`src/rtl/led_driver_receiver_pkg.sv`:
```
// led_driver_receiver_pkg: shared constants, receiver states and row decode helper.
package led_driver_receiver_pkg;
   localparam int LED_DRIVER_CHANNELS = 16;
   localparam int ROW_COUNT = 16;
   localparam int ROW_W = 4;
   typedef enum logic [1:0] {IDLE = 2'd0, SHIFTING = 2'd1, OVERRUN = 2'd2} rx_state_t;
   typedef struct packed {
      logic valid;
      logic [ROW_W-1:0] index;
   } row_info_t;
   // Lowest active (low) row wins; valid only when exactly one row is low.
   function automatic row_info_t decode_row(input logic [ROW_COUNT-1:0] row_n);
      row_info_t r;
      r.index = '0;
      for (int i = ROW_COUNT - 1; i >= 0; i--)
         if (!row_n[i]) r.index = ROW_W'(i);
      r.valid = $countones(~row_n) == 1;
      return r;
   endfunction
endpackage

```
`src/rtl/led_driver_receiver_sync_edge_detect.sv`:
```
// sync_edge_detect: multi-flop synchronizer plus previous-value flop; level is the registered value.
module sync_edge_detect #(
   parameter int SYNC_STAGES = 2,
   parameter logic RESET_VAL = 1'b0
) (
   input  logic clk,
   input  logic reset_n,
   input  logic din,
   output logic level,
   output logic rise
);
   logic [SYNC_STAGES-1:0] sync;
   logic prev;
   always_ff @(posedge clk) begin
      if (!reset_n) begin
         sync <= {SYNC_STAGES{RESET_VAL}};
         prev <= RESET_VAL;
      end else begin
         sync <= {sync[SYNC_STAGES-2:0], din};
         prev <= sync[SYNC_STAGES-1];
      end
   end
   assign level = prev;
   assign rise = sync[SYNC_STAGES-1] & ~prev;
endmodule

```
`src/rtl/led_driver_receiver.sv`:
```
// led_driver_receiver: oversampled model of one constant-current sink driver with framing checks.
module led_driver_receiver
   import led_driver_receiver_pkg::*;
#(
   parameter int N_CHANNELS = LED_DRIVER_CHANNELS,
   parameter int SYNC_STAGES = 2,
   parameter int FRAME_CNT_W = 16
) (
   input  logic                   clk,
   input  logic                   reset_n,
   input  logic                   serial_clk,
   input  logic                   serial_data_in,
   input  logic                   latch_enable,
   input  logic                   output_enable_n,
   input  logic [ROW_COUNT-1:0]   row_select_n,
   output logic [N_CHANNELS-1:0]  channel_on,
   output logic                   serial_data_cascade,
   output logic [ROW_W-1:0]       row_index,
   output logic                   row_valid,
   output logic                   frame_valid,
   output logic                   frame_error,
   output logic [FRAME_CNT_W-1:0] frame_count
);
   localparam logic [7:0] N_CNT = 8'(N_CHANNELS);
   logic sclk_rise, latch_rise, oe_n_level;
   logic sclk_level_unused, latch_level_unused, oe_rise_unused;
   logic [SYNC_STAGES-1:0] data_sync;
   logic [SYNC_STAGES-1:0][ROW_COUNT-1:0] row_sync;
   logic [N_CHANNELS-1:0] shift_reg, shift_next, latch_reg;
   logic [7:0] bit_cnt, cnt_next;
   rx_state_t state, state_next;
   logic frame_ok;
   row_info_t row_now;

   sync_edge_detect #(.SYNC_STAGES(SYNC_STAGES), .RESET_VAL(1'b0)) u_sclk (
      .clk(clk), .reset_n(reset_n), .din(serial_clk), .level(sclk_level_unused), .rise(sclk_rise));
   sync_edge_detect #(.SYNC_STAGES(SYNC_STAGES), .RESET_VAL(1'b0)) u_latch (
      .clk(clk), .reset_n(reset_n), .din(latch_enable), .level(latch_level_unused), .rise(latch_rise));
   sync_edge_detect #(.SYNC_STAGES(SYNC_STAGES), .RESET_VAL(1'b1)) u_oe (
      .clk(clk), .reset_n(reset_n), .din(output_enable_n), .level(oe_n_level), .rise(oe_rise_unused));

   // Same depth as the serial_clk path so data stays aligned with its shift edge.
   always_ff @(posedge clk) begin
      if (!reset_n) begin
         data_sync <= '0;
         row_sync <= '0;
      end else begin
         data_sync <= {data_sync[SYNC_STAGES-2:0], serial_data_in};
         row_sync <= {row_sync[SYNC_STAGES-2:0], row_select_n};
      end
   end

   assign row_now = decode_row(row_sync[SYNC_STAGES-1]);
   assign shift_next = sclk_rise ? {shift_reg[N_CHANNELS-2:0], data_sync[SYNC_STAGES-1]} : shift_reg;
   assign cnt_next = (sclk_rise && bit_cnt != 8'hFF) ? bit_cnt + 8'd1 : bit_cnt;
   assign serial_data_cascade = shift_reg[N_CHANNELS-1];

   always_ff @(posedge clk) begin
      if (!reset_n) state <= IDLE;
      else state <= state_next;
   end

   always_comb begin
      state_next = latch_rise ? IDLE :
                   !sclk_rise ? state :
                   state == IDLE ? SHIFTING :
                   (state == SHIFTING && bit_cnt == N_CNT) ? OVERRUN : state;
   end

   // A shift landing in the latch cycle counts toward the frame.
   always_comb begin
      frame_ok = state == SHIFTING && bit_cnt == (sclk_rise ? N_CNT - 8'd1 : N_CNT);
   end

   always_ff @(posedge clk) begin
      if (!reset_n) begin
         shift_reg <= '0;
         latch_reg <= '0;
         bit_cnt <= '0;
         frame_count <= '0;
         row_index <= '0;
         row_valid <= 1'b0;
         frame_valid <= 1'b0;
         frame_error <= 1'b0;
         channel_on <= '0;
      end else begin
         shift_reg <= shift_next;
         bit_cnt <= latch_rise ? 8'd0 : cnt_next;
         frame_valid <= latch_rise & frame_ok;
         frame_error <= latch_rise & ~frame_ok;
         channel_on <= latch_reg & {N_CHANNELS{~oe_n_level}};
         if (latch_rise) begin
            latch_reg <= shift_next;
            row_index <= row_now.index;
            row_valid <= row_now.valid;
         end
         if (latch_rise && frame_ok) frame_count <= frame_count + FRAME_CNT_W'(1);
      end
   end
endmodule

```
`config.mk`:
```
export PLATFORM = sky130hd
export DESIGN_NAME = led_driver_receiver
export DESIGN_NICKNAME = d
export VERILOG_FILES = /design/src/rtl/led_driver_receiver_pkg.sv /design/src/rtl/led_driver_receiver_sync_edge_detect.sv /design/src/rtl/led_driver_receiver.sv
export SDC_FILE = /design/constraint.sdc
export NUM_CORES = 1
export LEC_CHECK = 0
export CORE_MARGIN = 5
export CORE_UTILIZATION = 45
export DETAILED_ROUTE_END_ITERATION = 10
export PLACE_DENSITY = 0.73
export SYNTH_ARGS = -nofsm -noshare
export SYNTH_HDL_FRONTEND = slang
export SYNTH_SLANG_ARGS = --single-unit
```
`constraint.sdc`:
```
create_clock -name clk -period 8.03 [get_ports clk]
set_clock_uncertainty 0.1 [all_clocks]
set_input_delay 1.606 -clock clk [delete_from_list [all_inputs] [get_ports clk]]
set_output_delay 1.606 -clock clk [all_outputs]
set_load 0.03 [all_outputs]
```
# --- Word-level counts from Yosys, hierarchy flattened ---
# Cells that the tools add are included.
# Widths: inputs -> output; s select.
word_totals:
  reg_bits: 124
  in_bits: 22
  output_inout_bits: 40
  elab_cells: 80
classes:
  add_sub_neg: 17
  eq_ne: 5
  muxes: 20
  bitwise: 11
  n_reduce_logical: 8
ops:
  columns: ["op", "n"]
  rows:
  - ["$mux 4", 16]
  - ["$add 1x1->2", 8]
  - ["$add 16x1->16 const B", 1]
  - ["$and 16x16->16", 1]
  - ["$mux 16", 1]
  - ["$not 16->16", 1]
  - ["$add 2x2->3", 4]
  - ["$add 3x3->4", 2]
  - ["$add 8x1->8 const B", 1]
  - ["$eq 8x5->1", 1]
  - ["$eq 8x5->1 const B", 1]
  - ["$ne 8x8->1 const B", 1]
  - ["$add 4x4->5", 1]
  - ["$eq 5x1->1 const B", 1]
  - ["$mux 5", 1]
  - ["$not 1->1", 5]
  - ["$and 1x1->1", 4]
  - ["$logic_and 1x1->1", 4]
  - ["$mux 2", 2]
  - ["$eq 2x1->1 const B", 1]
  - ["$logic_not 2->1", 1]
  - ["$reduce_and 2->1", 1]
  - ["$reduce_bool 2->1", 1]
  - ["$reduce_or 2->1", 1]

# --- Logic depth before layout (Yosys ltp) ---
depth:
  word_depth: 16
  mapped_depth: 13
  depth_no_buf: 13

# --- Modules after synthesis ---
# A second synthesis with hierarchy kept.
hier_totals:
  cells_unflattened: 477
  area_unflattened_um2: 4749.6
modules_own_cells:
  columns: ["mod", "instances", "cells_each", "area_each_um2", "seq_area_each_um2"]
  rows:
  - ["led_driver_receiver", 1, 456, 4471.8, 2302.2]
  - ["sync_edge_detect", 3, 7, 92.6, 60.1]

# --- Least setup slack after synthesis ---
# Ideal clock, no wire load.
synth_path:
  path_type: "register to register"
  startpoint: "reg row_sync[16] (netlist bit)"
  endpoint: "reg row_valid"
  setup_ps: 70
  arrival_ps: 3500
  t_required_ps: 7860
  slack_ps: 4360
  path_stages_with_launch: 13
  n_path_buf: 0
  period_less_slack_ps: 3670
  path_cell_list: "dfxtp_1 -> inv_1 -> fa_1 -> inv_1 -> fa_1 -> fa_1 -> inv_1 -> fa_1 -> ha_1 -> fa_1 -> nor4b_1 -> nand3_1 -> a21oi_1"
synth_between:
  elab_chain_len: 6
synth_rtl:
  columns: ["item", "line_no", "rtl"]
  rows:
  - ["start, declared", "led_driver_receiver.sv:28", "logic [SYNC_STAGES-1:0][ROW_COUNT-1:0] row_sync;"]
  - ["start signal, assigned", "led_driver_receiver.sv:49", "row_sync <= {row_sync[SYNC_STAGES-2:0], row_select_n};"]
  - ["$not 16->16", "led_driver_receiver_pkg.sv:17", "r.valid = $countones(~row_n) == 1;"]
  - ["$add 1x1->2 (implied by the code)", "led_driver_receiver_pkg.sv:17", null]
  - ["$add 2x2->3 (implied by the code)", "led_driver_receiver_pkg.sv:17", null]
  - ["$add 3x3->4 (implied by the code)", "led_driver_receiver_pkg.sv:17", null]
  - ["$add 4x4->5 (implied by the code)", "led_driver_receiver_pkg.sv:17", null]
  - ["$eq 5x1->1", "led_driver_receiver_pkg.sv:17", null]
  - ["end signal, assigned", "led_driver_receiver.sv:95", "row_valid <= row_now.valid;"]
  - ["end, declared", "led_driver_receiver.sv:19", "output logic row_valid,"]
# Every way passes these cells.
# A chain may end at the register's enable or synchronous reset.

# --- Final worst setup path ---
layout_path:
  startpoint: "reg row_sync[19] (netlist bit)"
  endpoint: "reg row_valid"
# Same word-level chain as after synthesis.

==> run metrics <==
endpoints failing setup 0; Die Height 113.1 um; PortBufs 61; post_cts resized 0; EDFF count, synth 0; leakage dissipation between 2 and 2.5 nW; root buffer cell clkbuf_8; initial antenna violation count 0; H-tree level count 4; gpl congestion between 0.8 and 0.9; largest stage delay on the critical path 510 ps; # hold bufs at CTS 0; core area 10320 um^2; Longest Clk Path Bufs 2; register clock-pin slew on the reported worst setup and hold paths about 50 ps; full die area ~13000 um^2; Tot Pwr 1.422 mW; Routed WL between 9 and 10 mm; worst vdd ir roughly 110 uV; outcome finished, final reports clean; largest net degree at the start of global routing 69; Routed Antenna Nets 0; # IOs 62; r2r startpoint row_sync[19]$_SDFF_PN0_; Ys Warns 0; Critical Path Source Type register; top cells by area, synth dfxtp_1 52%, and2_1 7.5%, fa_1 4.2%; row count 37; CTS tree done; cell with the most instances after synthesis dfxtp_1; clk_lat worst skew a little over 500 ps; synth cell count leaders 124 x dfxtp_1, 57 x and2_1, 53 x nand2_1, 33 x nor2_1, 28 x a21oi_1; Detailed Routing Iterations Pass 1 4; number of vias per cell about 5; Post-CTS Setup Inserts 0; Yosys top cell by area dfxtp_1; Setup Total Neg Slack 0 ps; Critical-path top delay cell fa_1; sequential share of the synthesized area between 50% and 60%; CTS sink count around 120; CP most frequent cell fa_1; Iter 0 DRT Violations around 100; Critical Path AT between 4000 and 5000 ps; synthesized instance count between 400 and 500; n_diodes 0; synthesis-stage register bit count 124; area grow syn2layout 25.99%; HP Class reg -> reg; area occupied by multi-input gates 2097 um^2; power per cell area about 240 nW/um^2; Starting Density between 40% and 50%; Tot GR Track Use between 10% and 20%; total gr overflow 0; layout cells sized above 1 under 10%; first-pass GRT wire length 15.57 mm; min-delay src u_oe.sync[1]$_SDFF_PN1_; mean post-synth cell area between 9 and 10 um^2; Tcrit/Tclk final between 40% and 50%; crit path launch row_sync[19]$_SDFF_PN0_; die width roughly 110 um; Slew Viols, Final 0; Peak Freq approximately 260 MHz; Crit Path Class reg -> reg; filler cell count around 840; fraction of registers with async set/reset 0%; vias in the first global route around 3400; post-DP HPWL approximately 6.1 mm; Slew HR approximately 45%; synthesized area 4781 um^2; CTS buffer count 17; max reg flops 32; crit path max fanout 4; worst path cell trace inv_1, fa_1, inv_1, fa_1, fa_1, inv_1, fa_1, ha_1, fa_1, nor4b_1, nand3_1, a21oi_1; Worst Max-Slew Pin Slew between 800 and 900 ps; Req. time, crit path around 8400 ps; Max Cap Viol 0; share of the synthesized area in the top cell type about half; Vias roughly 3500; register area roughly 2500 um^2; Synthesized Nets roughly 530; most flop-heavy register row_sync; RSZ-0062 raised after global routing no; Crit. End Element register; Final #Nets ~590; min Tclk post-route 3888 ps; Main synth FF type dfxtp_1; unique cell type count in the Yosys netlist 46; post-route DRC violation count 0; wire length per cell between 10 and 15 um; Hold Violations, Final 0
-- layout make-up --
class,count,share of cell area (%)
well taps,136,2.825
inverters,24,1.496
flip-flops and latches,124,41.21
clock inverters,8,1.537
multi-input cells,315,34.82
repair buffers,64,10.43
clock buffers,22,7.686
-- metrics by stage --
stage          setup WS [ps]  area, um^2  util, %  hold slack [ps]  std cells
3_5_place_dp            4143        5468    52.96            295.5        663
5_1_grt                 4001        6023    58.34            335.8        693
4_1_cts                 4114        6023    58.34            308.3        693
3_3_place_gp            4237        5468    52.96            292.7        663
6_report                4142        6023    58.34            304.1        693
2_1_floorplan           4360        4781        -            286.3        486
-- kinds of logic after synthesis --
kind of cell	Yosys count	share of synthesized area [%]
compound gates	71	11.20
xor+xnor	17	3.115
fa+ha+maj	18	6.281
buf+inv	47	4.213
flops	124	51.92
mux	2	0.4188
simple gates	207	22.85
-- critical path: cells and delay by family (launching register included) --
kind / cells / cell delay (ps)
adder cells (fa/ha/maj): 6 / 2550
AND/OR/NAND/NOR: 2 / 420
flip-flops: 1 / 380
buffers and inverters: 3 / 200
AO/OA/AOI/OAI: 1 / 160
-- cells in the final DEF (no fill, tap or decap), types with 4 or more instances in the layout --
master,count
clkbuf_16,16
nand3_1,13
fa_1,10
clkdlybuf4s50_1,60
a2111oi_2,8
and3_1,16
nor3_1,4
o21ai_0,5
nand2b_1,8
clkbuf_8,4
nand2_1,53
nor2b_1,4
nand4_1,8
nor2_1,33
dfxtp_1,124
a21oi_1,28
a21o_1,15
inv_1,24
and2_1,57
clkinv_2,5
ha_1,8
xnor2_1,14
-- per-layer routing --
metal  GRT usage [%]  vias to the layer above  part of all wire (%)
li1                -                     1732                     -
met5               0                        -                     0
met3           4.385                       23                   5.1
met4           7.772                        0                   2.5
met2           24.13                       91                    47
met1           18.48                     1608                    45
-- power by group --
| group | internal [mW] | leakage, nW | switching [mW] | total, mW |
|---|---|---|---|---|
| Clock | 0.459 | 0.276 | 0.247 | 0.706 |
| Combinational | 0.0387 | 1.12 | 0.0452 | 0.0839 |
| Sequential | 0.627 | 1.01 | 0.00587 | 0.633 |
| Total | 1.12 | 2.40 | 0.298 | 1.42 |
-- path summary, 6_finish.rpt --
| path | endpoint | slack (ps) | cells past startpoint |
|---|---|---|---|
| max | row_valid$_SDFFE_PN0P_ | 4140 | 12 |
| min | u_oe.level$_SDFF_PN1_ | 300 | 1 |
| max reg2reg | row_valid$_SDFFE_PN0P_ | 4140 | 12 |
| min reg2reg | u_oe.level$_SDFF_PN1_ | 300 | 1 |
Note: power is estimated with default switching activity, not from simulation.
==> RTL edit (config.mk and constraints unchanged) <==
`shift_reg` no longer has a reset.
--- a/src/rtl/led_driver_receiver.sv
+++ b/src/rtl/led_driver_receiver.sv
@@ -74,7 +74,6 @@
 
    always_ff @(posedge clk) begin
       if (!reset_n) begin
-         shift_reg <= '0;
          latch_reg <= '0;
          bit_cnt <= '0;
          frame_count <= '0;
@@ -84,7 +83,6 @@
          frame_error <= 1'b0;
          channel_on <= '0;
       end else begin
-         shift_reg <= shift_next;
          bit_cnt <= latch_rise ? 8'd0 : cnt_next;
          frame_valid <= latch_rise & frame_ok;
          frame_error <= latch_rise & ~frame_ok;
@@ -97,5 +95,9 @@
          if (latch_rise && frame_ok) frame_count <= frame_count + FRAME_CNT_W'(1);
       end
    end
+
+   always_ff @(posedge clk) begin
+      shift_reg <= shift_next;
+   end
 endmodule
 
Formal check against the unedited RTL: differs if reset_n is asserted again (counterexample within 10 cycles, from zero or initial values and one cycle with reset_n low); with reset_n held inactive, the same outputs for 10 cycles.
==> RTL edit against the original RTL <==
Sequential power grew 2%; synthesized area grew 1.0%; total power grew 4.8%; wire length grew 0.65%; clock power grew 5.4%; design area grew 1.4%; sequential share of layout area shrank 0.57 points; sequential cell count is the same; worst setup slack lost 0.11 ns; highest routed layer unchanged.
==> RTL edit: results <==
set metrics [dict create \
    status "finished clean" \
    grt_usage 0.1499 \
    n_clock_buffer 19 \
    cts_resized 0 \
    grt_pass1_vias 3472 \
    met3_usage 0.05517 \
    fillers 913 \
    htree_levels 4 \
    synth_common_cells "124 x dfxtp_1, 71 x and2_1, 69 x nand2_1" \
    multi_input_comb_cells 336 \
    portBuffers 61 \
    place_inst 683 \
    seq_area_mm2 0.002482 \
    drive_gt1_frac 0.08463 \
    syn-num-nets 545 \
    p_leak_nw 2.531 \
    clkCellAreaFrac 0.09545 \
    hpwl_um 6160 \
    worstMarginPinSlew_ns 1.125 \
    grt_pass1_wl_um 15790 \
    yosysUniqueCellTypes 45 \
    ys_seq_area_frac 0.5140 \
    use_met1 0.1849 \
    cp_data_arrival_time_ns 4.33 \
    ctsLongestPathBuffers 2 \
    use_met2 0.2332 \
    peakVddDrop_mv 0.1548 \
    buf_share 0.1016 \
    grt_max_degree 90 \
    worstRegToRegCells 12 \
    nNonClkBuffers 63 \
    synth_area_leaders "dfxtp_1 51%, and2_1 9.2%, nand2_1 5.4%" \
    place.gp.congestion 0.8175 \
    final_cells 715 \
    routed_via_density 4.962 \
    yosysWarnings 0 \
    netlist_instances 505 \
    num-nets-final 606 \
    ys.flop_type "dfxtp_1" \
    clk_pin_slew_ns 0.06 \
    routedWlPerCell_um 12.98 \
    antenna_found_initial 0 \
    cpMaxStageDelayCell "fa_1" \
    drtPass1Iterations 5 \
    multi_input_area_mm2 0.002162 \
    inverters_excl_clock 24 \
    cp_max_fo 5 \
    first_iter_violations 171 \
]
## RTL edit: cell types whose count changed after synthesis, sizes merged, moves of 11 or more
cell   unedited run  this run
xnor2            14         3
nor3b             0        17
nor2             33        46
nand2            53        69
a21oi            28         9
a21o             15         1
and3             16         4
and2             57        71
## RTL edit: worst paths after layout
path,from,end,slack [ns]
worst max-delay path,row_sync[17],row_valid,4.03
worst min-delay path,u_oe.sync[1],u_oe.level,0.31
worst max register to register,row_sync[17],row_valid,4.03
worst min register to register,u_oe.sync[1],u_oe.level,0.31
## RTL edit: report_power, final
group | internal, mW | total (mW) | leakage, nW | switching [mW]
clock network | 0.458 | 0.744 | 0.285 | 0.287
registers | 0.636 | 0.647 | 1.01 | 0.0105
logic | 0.0461 | 0.0992 | 1.24 | 0.0531
## RTL edit: stage by stage
step                hold WS [ns]  worst slack [ns]  utilization  instance area, µm²  power [mW]
finish                    0.3071             4.030       0.5864                6108       1.490
global route              0.3215             3.744       0.5864                6108       1.553
CTS                       0.3097             4.026       0.5864                6108       1.507
detailed placement        0.2955             4.081       0.5305                5525      0.7596
global placement          0.2952             4.227       0.5305                5525      0.7508
floorplan                 0.2863             4.314            -                4830      0.7282
## RTL edit: cells by family after synthesis
family                   Yosys count  synth area share
multiplexers                       5           0.01036
AND/OR/NAND/NOR                  267            0.3062
AO/OA/AOI/OAI                     32           0.04353
XOR/XNOR                          14           0.02539
adder cells (fa/ha/maj)           18           0.06218
flip-flops                       124            0.5140
buffers and inverters             45           0.03834
## RTL edit: routing by layer
layer | share of wire | wire (µm)
met5 | 0 | 0
met4 | 0.024 | 223
met3 | 0.069 | 645
met2 | 0.46 | 4225
met1 | 0.45 | 4187
